`src/rtl/if_fetch_stage_pkg.sv`:
```
// Shared types and constants for the instruction-fetch stage: FSM encoding,
// fetch-buffer entry layout and reset defaults.
package if_fetch_stage_pkg;

  typedef enum logic [1:0] {
    IF_IDLE  = 2'd0,
    IF_REQ   = 2'd1,
    IF_DRAIN = 2'd2
  } if_state_e;

  localparam logic [31:0] INST_NOP         = 32'h0000_0000;
  localparam logic [31:0] DEFAULT_RESET_PC = 32'h0000_0000;

  typedef struct packed {
    logic [31:0] pc;
    logic [31:0] inst;
  } fetch_entry_t;

endpackage

```
`src/rtl/if_fetch_stage_fifo.sv`:
```
// Fetch buffer: power-of-two circular FIFO of {pc, inst} entries with a
// synchronous flush. Push and pop in the same cycle are legal even when full.
module if_fetch_fifo
  import if_fetch_stage_pkg::*;
#(
  parameter int DEPTH = 2,
  localparam int AW = $clog2(DEPTH)
) (
  input  logic         clk,
  input  logic         rst,
  input  logic         push,
  input  logic         pop,
  input  logic         flush,
  input  fetch_entry_t wdata,
  output logic [AW:0]  count,
  output logic         empty,
  output fetch_entry_t head
);

  fetch_entry_t  mem [DEPTH];
  logic [AW-1:0] wr_ptr;
  logic [AW-1:0] rd_ptr;

  always_ff @(posedge clk or negedge rst) begin
    if (!rst) begin
      wr_ptr <= '0;
      rd_ptr <= '0;
      count  <= '0;
    end else if (flush) begin
      wr_ptr <= '0;
      rd_ptr <= '0;
      count  <= '0;
    end else begin
      if (push) wr_ptr <= wr_ptr + AW'(1);
      if (pop)  rd_ptr <= rd_ptr + AW'(1);
      count <= count + (AW+1)'(push) - (AW+1)'(pop);
    end
  end

  // When full, wr_ptr == rd_ptr: the head is read before this edge overwrites it.
  always_ff @(posedge clk) begin
    if (push) mem[wr_ptr] <= wdata;
  end

  assign empty = (count == '0);
  assign head  = mem[rd_ptr];

endmodule

```
`src/rtl/if_fetch_stage.sv`:
```
// IF stage: owns the fetch PC, runs one-outstanding req/ack to instruction
// memory, buffers returned words and presents a registered {inst, pc, pc+4, valid} to ID.
module if_fetch_stage
  import if_fetch_stage_pkg::*;
#(
  parameter logic [31:0] RESET_PC   = DEFAULT_RESET_PC,
  parameter int          FIFO_DEPTH = 2
) (
  input  logic        clk,
  input  logic        rst,
  input  logic        if_en,
  input  logic        if_rst,
  input  logic        redirect,
  input  logic [31:0] redirect_pc,
  output logic        imem_req,
  output logic [31:0] imem_addr,
  input  logic        imem_ack,
  input  logic [31:0] imem_rdata,
  output logic [31:0] inst,
  output logic [31:0] id_pc,
  output logic [31:0] id_pc_next,
  output logic        if_valid,
  output logic        misaligned,
  output if_state_e   state_dbg
);

  localparam int          AW      = $clog2(FIFO_DEPTH);
  localparam logic [AW:0] DEPTH_C = (AW+1)'(FIFO_DEPTH);

  if_state_e    state;
  logic [31:0]  fetch_pc;
  logic [31:0]  stale_pc;
  logic [31:0]  new_pc;
  logic         flush;
  logic         push;
  logic         pop;
  logic [AW:0]  count;
  logic [AW:0]  count_next;
  logic         empty;
  fetch_entry_t head;
  fetch_entry_t wdata;

  // Handshake: imem_req/imem_addr come straight from registers, so they hold
  // steady until the edge where imem_ack is sampled (with imem_rdata);
  // an ack seen while imem_req=0 (IDLE) is ignored.
  assign imem_req   = (state != IF_IDLE);
  assign imem_addr  = (state == IF_DRAIN) ? stale_pc : fetch_pc;
  assign state_dbg  = state;

  assign flush      = if_rst | redirect;
  assign new_pc     = redirect ? {redirect_pc[31:2], 2'b00} : fetch_pc;
  assign push       = (state == IF_REQ) & imem_ack & ~flush;
  assign pop        = if_en & ~empty & ~flush;
  assign count_next = count + (AW+1)'(push) - (AW+1)'(pop);
  assign wdata      = '{pc: fetch_pc, inst: imem_rdata};

  if_fetch_fifo #(.DEPTH(FIFO_DEPTH)) u_fifo (
    .clk   (clk),
    .rst   (rst),
    .push  (push),
    .pop   (pop),
    .flush (flush),
    .wdata (wdata),
    .count (count),
    .empty (empty),
    .head  (head)
  );

  always_ff @(posedge clk or negedge rst) begin
    if (!rst) begin
      state      <= IF_IDLE;
      fetch_pc   <= RESET_PC;
      stale_pc   <= RESET_PC;
      misaligned <= 1'b0;
    end else begin
      misaligned <= redirect & (redirect_pc[1:0] != 2'b00);
      case (state)
        IF_IDLE: begin
          if (flush) begin
            fetch_pc <= new_pc;
            state    <= IF_REQ;
          end else if (count_next < DEPTH_C) begin
            state <= IF_REQ;
          end
        end
        IF_REQ: begin
          if (flush) begin
            fetch_pc <= new_pc;
            if (!imem_ack) begin
              stale_pc <= fetch_pc;
              state    <= IF_DRAIN;
            end
          end else if (imem_ack) begin
            fetch_pc <= fetch_pc + 32'd4;
            if (count_next >= DEPTH_C) state <= IF_IDLE;
          end
        end
        IF_DRAIN: begin
          // Orphaned request still in flight; its data is dropped on ack.
          fetch_pc <= new_pc;
          if (imem_ack) state <= IF_REQ;
        end
        default: state <= IF_IDLE;
      endcase
    end
  end

  always_ff @(posedge clk or negedge rst) begin
    if (!rst) begin
      inst       <= INST_NOP;
      id_pc      <= 32'h0;
      id_pc_next <= 32'd4;
      if_valid   <= 1'b0;
    end else if (flush) begin
      inst     <= INST_NOP;
      if_valid <= 1'b0;
    end else if (if_en) begin
      if (!empty) begin
        inst       <= head.inst;
        id_pc      <= head.pc;
        id_pc_next <= head.pc + 32'd4;
        if_valid   <= 1'b1;
      end else begin
        inst     <= INST_NOP;
        if_valid <= 1'b0;
      end
    end
  end

endmodule

```
`config.mk`:
```
export PLATFORM = sky130hd
export DESIGN_NAME = if_fetch_stage
export DESIGN_NICKNAME = d
export VERILOG_FILES = /design/src/rtl/if_fetch_stage_pkg.sv /design/src/rtl/if_fetch_stage_fifo.sv /design/src/rtl/if_fetch_stage.sv
export SDC_FILE = /design/constraint.sdc
export NUM_CORES = 1
export LEC_CHECK = 0
export CAP_MARGIN = 10
export CORE_ASPECT_RATIO = 0.8
export CORE_MARGIN = 2
export CORE_UTILIZATION = 53
export CTS_BUF_LIST = sky130_fd_sc_hd__clkbuf_4 sky130_fd_sc_hd__clkbuf_8
export DETAILED_ROUTE_END_ITERATION = 8
export PLACE_DENSITY_LB_ADDON = 0.05
export SLEW_MARGIN = 15
export SYNTH_ARGS = -nofsm -noshare
export SYNTH_HDL_FRONTEND = slang
export SYNTH_SLANG_ARGS = --single-unit
export TNS_END_PERCENT = 1
```
`constraint.sdc`:
```
create_clock -name clk -period 9.92 [get_ports clk]
set_input_delay 1.488 -clock clk [delete_from_list [all_inputs] [get_ports clk]]
set_output_delay 1.488 -clock clk [all_outputs]
set_load 0.005 [all_outputs]
```
==> summary.txt <==
Worst setup path
  • Req. time, crit path: 10.33 ns
  • R2R depth: 6
  • Nature of the critical path endpoint: flop
  • Max Fanout on Critical Path: 26
  • Crit path DAT: 4.59 ns
  • Crit-path max cell delay: between 0.5 and 0.6 ns
  • Setup CP Type: input port to flop
  • Slowest cell on crit path: clkdlybuf4s50_1
  • CP startpoint kind: input port
  • CP Cell Sequence: clkdlybuf4s50_1, or2_0, or2_4, clkinv_1, ha_1, inv_1, ha_1, xnor2_1, xnor2_1, nand2_1, a21oi_1, o32ai_1

Detailed routing
  • Final wirelength: roughly 30000 um
  • DR iter-0 viols: 872
  • Drt pass-1 iters: 5
  • Routed vias: 9000
  • Highest Signal Layer: met4
  • Wire per inst: 18.3 um
  • WL met3: 2270 um
  • DRT met1 WL: roughly 15000 um
  • Post-DR vias/cell: 5.58
  • Met2 wire length: between 10000 and 15000 um
  • Residual DRC count: 0
  • Number of routed nets with antenna violations: 0

Yosys
  • Most frequent cell after synthesis: nand2_1
  • Post-synth EDFFs: 128
  • Flop and latch count out of synthesis: between 200 and 300
  • Count of cell types in the netlist: 69
  • Synth cell count leaders: nand2_1, dfrtp_1, edfxtp_1, o21ai_0, mux2i_1
  • Main synth FF type: dfrtp_1
  • Post-synth top area share: 32.6%
  • Synth Warn #: 0
  • Cell taking the most area after synthesis: dfrtp_1
  • Syn_nets: 1137
  • Area contributors post-synth: dfrtp_1, edfxtp_1, nand2_1, mux2i_1, o21ai_0
  • Seq/Total Area, Yosys: 63.1%
  • Post-Syn Area per Cell: 11.9 um^2
  • Cells after synthesis: between 1k and 1.5k
  • Async SR Flop Fraction: 56.5%
  • Synthesized area: 0.0127 mm^2

Run status
  • Status: finished, final reports clean

Floorplanning
  • Die width: 177 um
  • Top Ports: 203
  • Row cnt: 50
  • Die height: 142 um
  • Starting Density: a little over half
  • Die footprint: between 0.02 and 0.03 mm^2
  • Core Area: 0.0235 mm^2

Hold path
  • Tightest Hold Check Type: flop to flop
  • Hold Crit Depth: 2

STA
  • Setup_tns: 0 ns
  • Final Critical Period: approximately 4.2 ns
  • Setup skew after layout: 0.0213 ns
  • Actual slew at the worst max-slew pin: 1.09 ns
  • Max Slew Vio Count: 0
  • # setup viols final: 0
  • Period utilization: 42.2%
  • RSZ-0062 raised after global routing: no
  • Max Clk Rate: around 240 MHz
  • Rel. slew slack: 26.5%
  • Hold Vio Cnt, Final: 0

Clock network
  • Number of hold buffers added after CTS: 0
  • TritonCTS Sinks: 294
  • CTS tree: done
  • Worst-path clk slew: 0.06 ns
  • Post-CTS Setup Bufs: 0
  • PostCTS Resize Cnt: 0
  • H-tree depth: 2
  • TritonCTS Buffers: 46
  • Clk Latency, worst-skew pair: 0.56 ns
  • Root Buffer: clkbuf_8
  • Clock buffer depth: 3

Place
  • Port bufs: 202
  • DP HPWL: 19500 um
  • GPL Wtd Cong: slightly below 0.9
  • DP Area: 0.0149 mm^2

Power and ir drop
  • Power Density: 211 mW/mm^2
  • Peak supply drop: 0.133 mV
  • Pint: 2.40 mW
  • Seq pwr share: 49.6%
  • Leak: roughly 6.3 nW
  • Combinational share of power: between 10% and 20%
  • Sw Ratio: 28.4%
  • Clock power share: 31.6%
  • Net Switching: 954 uW
  • Total power: 3.35 mW

Layout
  • Area of the multi-input gates: ~0.0044 mm^2
  • Area grow syn2layout: 25.4%
  • Seq. cell area: 0.00800 mm^2
  • Final core utilization: between 60% and 70%
  • Share of cells above drive strength 1: 12.1%
  • N_diodes: 0
  • Filler cells: 1837
  • NumNets Final: between 1k and 1.5k
  • Final instance area: 0.0159 mm^2

GRT
  • Tot GR Track Use: between 20% and 30%
  • Number of global-route vias before repair: 8483
  • First-pass GRT wire length: 46900 um
  • Total grt overflow: 0
  • Initial antenna violation count: 0
  • Largest net degree at the start of global routing: 125

Run
  • Max-Cap Viols: 0
## state kept, by name, indices dropped and copies added, names as in the netlist, 2 cells and up
| register | count |
|---|---|
| u_fifo.mem | 128 |
| fetch_pc | 32 |
| id_pc | 32 |
| inst | 32 |
| stale_pc | 32 |
| id_pc_next | 30 |
| state_dbg | 2 |
| u_fifo.count | 2 |
## layout by cell type, fill, tap and decap left out, types with 9 or more instances in the layout
cell               n
nor2_1            24
a22oi_1           11
a21oi_1           30
nand2_1          226
inv_1              9
dfrtp_1          164
buf_4             12
mux2_2            36
o22ai_1           13
edfxtp_1         128
xnor2_1           13
clkdlybuf4s50_1  201
clkbuf_4          13
nand3_1           25
mux2i_1           72
clkbuf_8          56
nand4_1           18
o21ai_0           99
## layer usage
layer | vias to the layer above | track usage, %
met5 | - | 0
met3 | 42 | 4.86
met2 | 334 | 32.6
met1 | 4363 | 38.7
met4 | 0 | 5.48
li1 | 4261 | -
## cell families (layout without fill, tap and decap cells)
group                      Yosys count  count (layout)  share of synthesized area (%)
buffers and inverters               71             310                           2.65
adders and majority gates            4               4                          0.395
xor gates and xnor gates            21              21                           1.45
muxes                              109             109                           9.00
AOI/OAI and AO/OA                  205             205                           10.1
DFF                                294             294                           63.1
and+or+nand+nor                    359             359                           13.3
## path summary, 6_finish.rpt
kind / startpoint / to / slack (ns)
worst max register to register: u_fifo.rd_ptr$_DFFE_PN0P_ / id_pc_next[30]$_DFFE_PN0P_ / 6.13
worst min-delay path: inst[16]$_DFFE_PN0P_ / inst[16]$_DFFE_PN0P_ / 0.47
min in group asynchronous: rst / inst[16]$_DFFE_PN0P_ / 1.04
worst min register to register: inst[16]$_DFFE_PN0P_ / inst[16]$_DFFE_PN0P_ / 0.47
max in group asynchronous: rst / u_fifo.rd_ptr$_DFFE_PN0P_ / 7.28
worst max-delay path: redirect / state_dbg[0]$_DFFE_PN0P_ / 5.74
## power groups by stage
stage          Sequential [mW]  Clock (mW)  Combinational [mW]
2_1_floorplan             1.59           0               0.346
3_3_place_gp              1.67           0               0.619
3_5_place_dp              1.68           0               0.627
4_1_cts                   1.66        1.08               0.634
5_1_grt                   1.69        1.14               0.700
6_report                  1.66        1.06               0.631
## area by class of cell
cell class	instances	share of cell area [%]
Clock buffer	69	5.47
Clock inverter	17	0.693
Inverter	10	0.236
Multi-Input combinational cell	698	27.5
Sequential cell	294	50.4
Tap cell	312	2.46
Timing Repair Buffer	214	13.3
## critical path, delay by kind of cell
family	cells	cell delay, ns
AOI/OAI and AO/OA	2	0.27
xor gates and xnor gates	2	0.35
adders and majority gates	2	0.61
buffers and inverters	3	1.01
and+or+nand+nor	3	0.85
## stage by stage
stage               hold slack, ns  std cells  setup WS, ns
detailed placement           0.466       1528          5.17
finish                       0.472       1614          5.74
global route                 0.491       1614          5.51
floorplan                    0.437       1063          3.14
CTS                          0.479       1614          5.73
global placement             0.460       1528          5.25
Power figures use the tool's default switching activity.
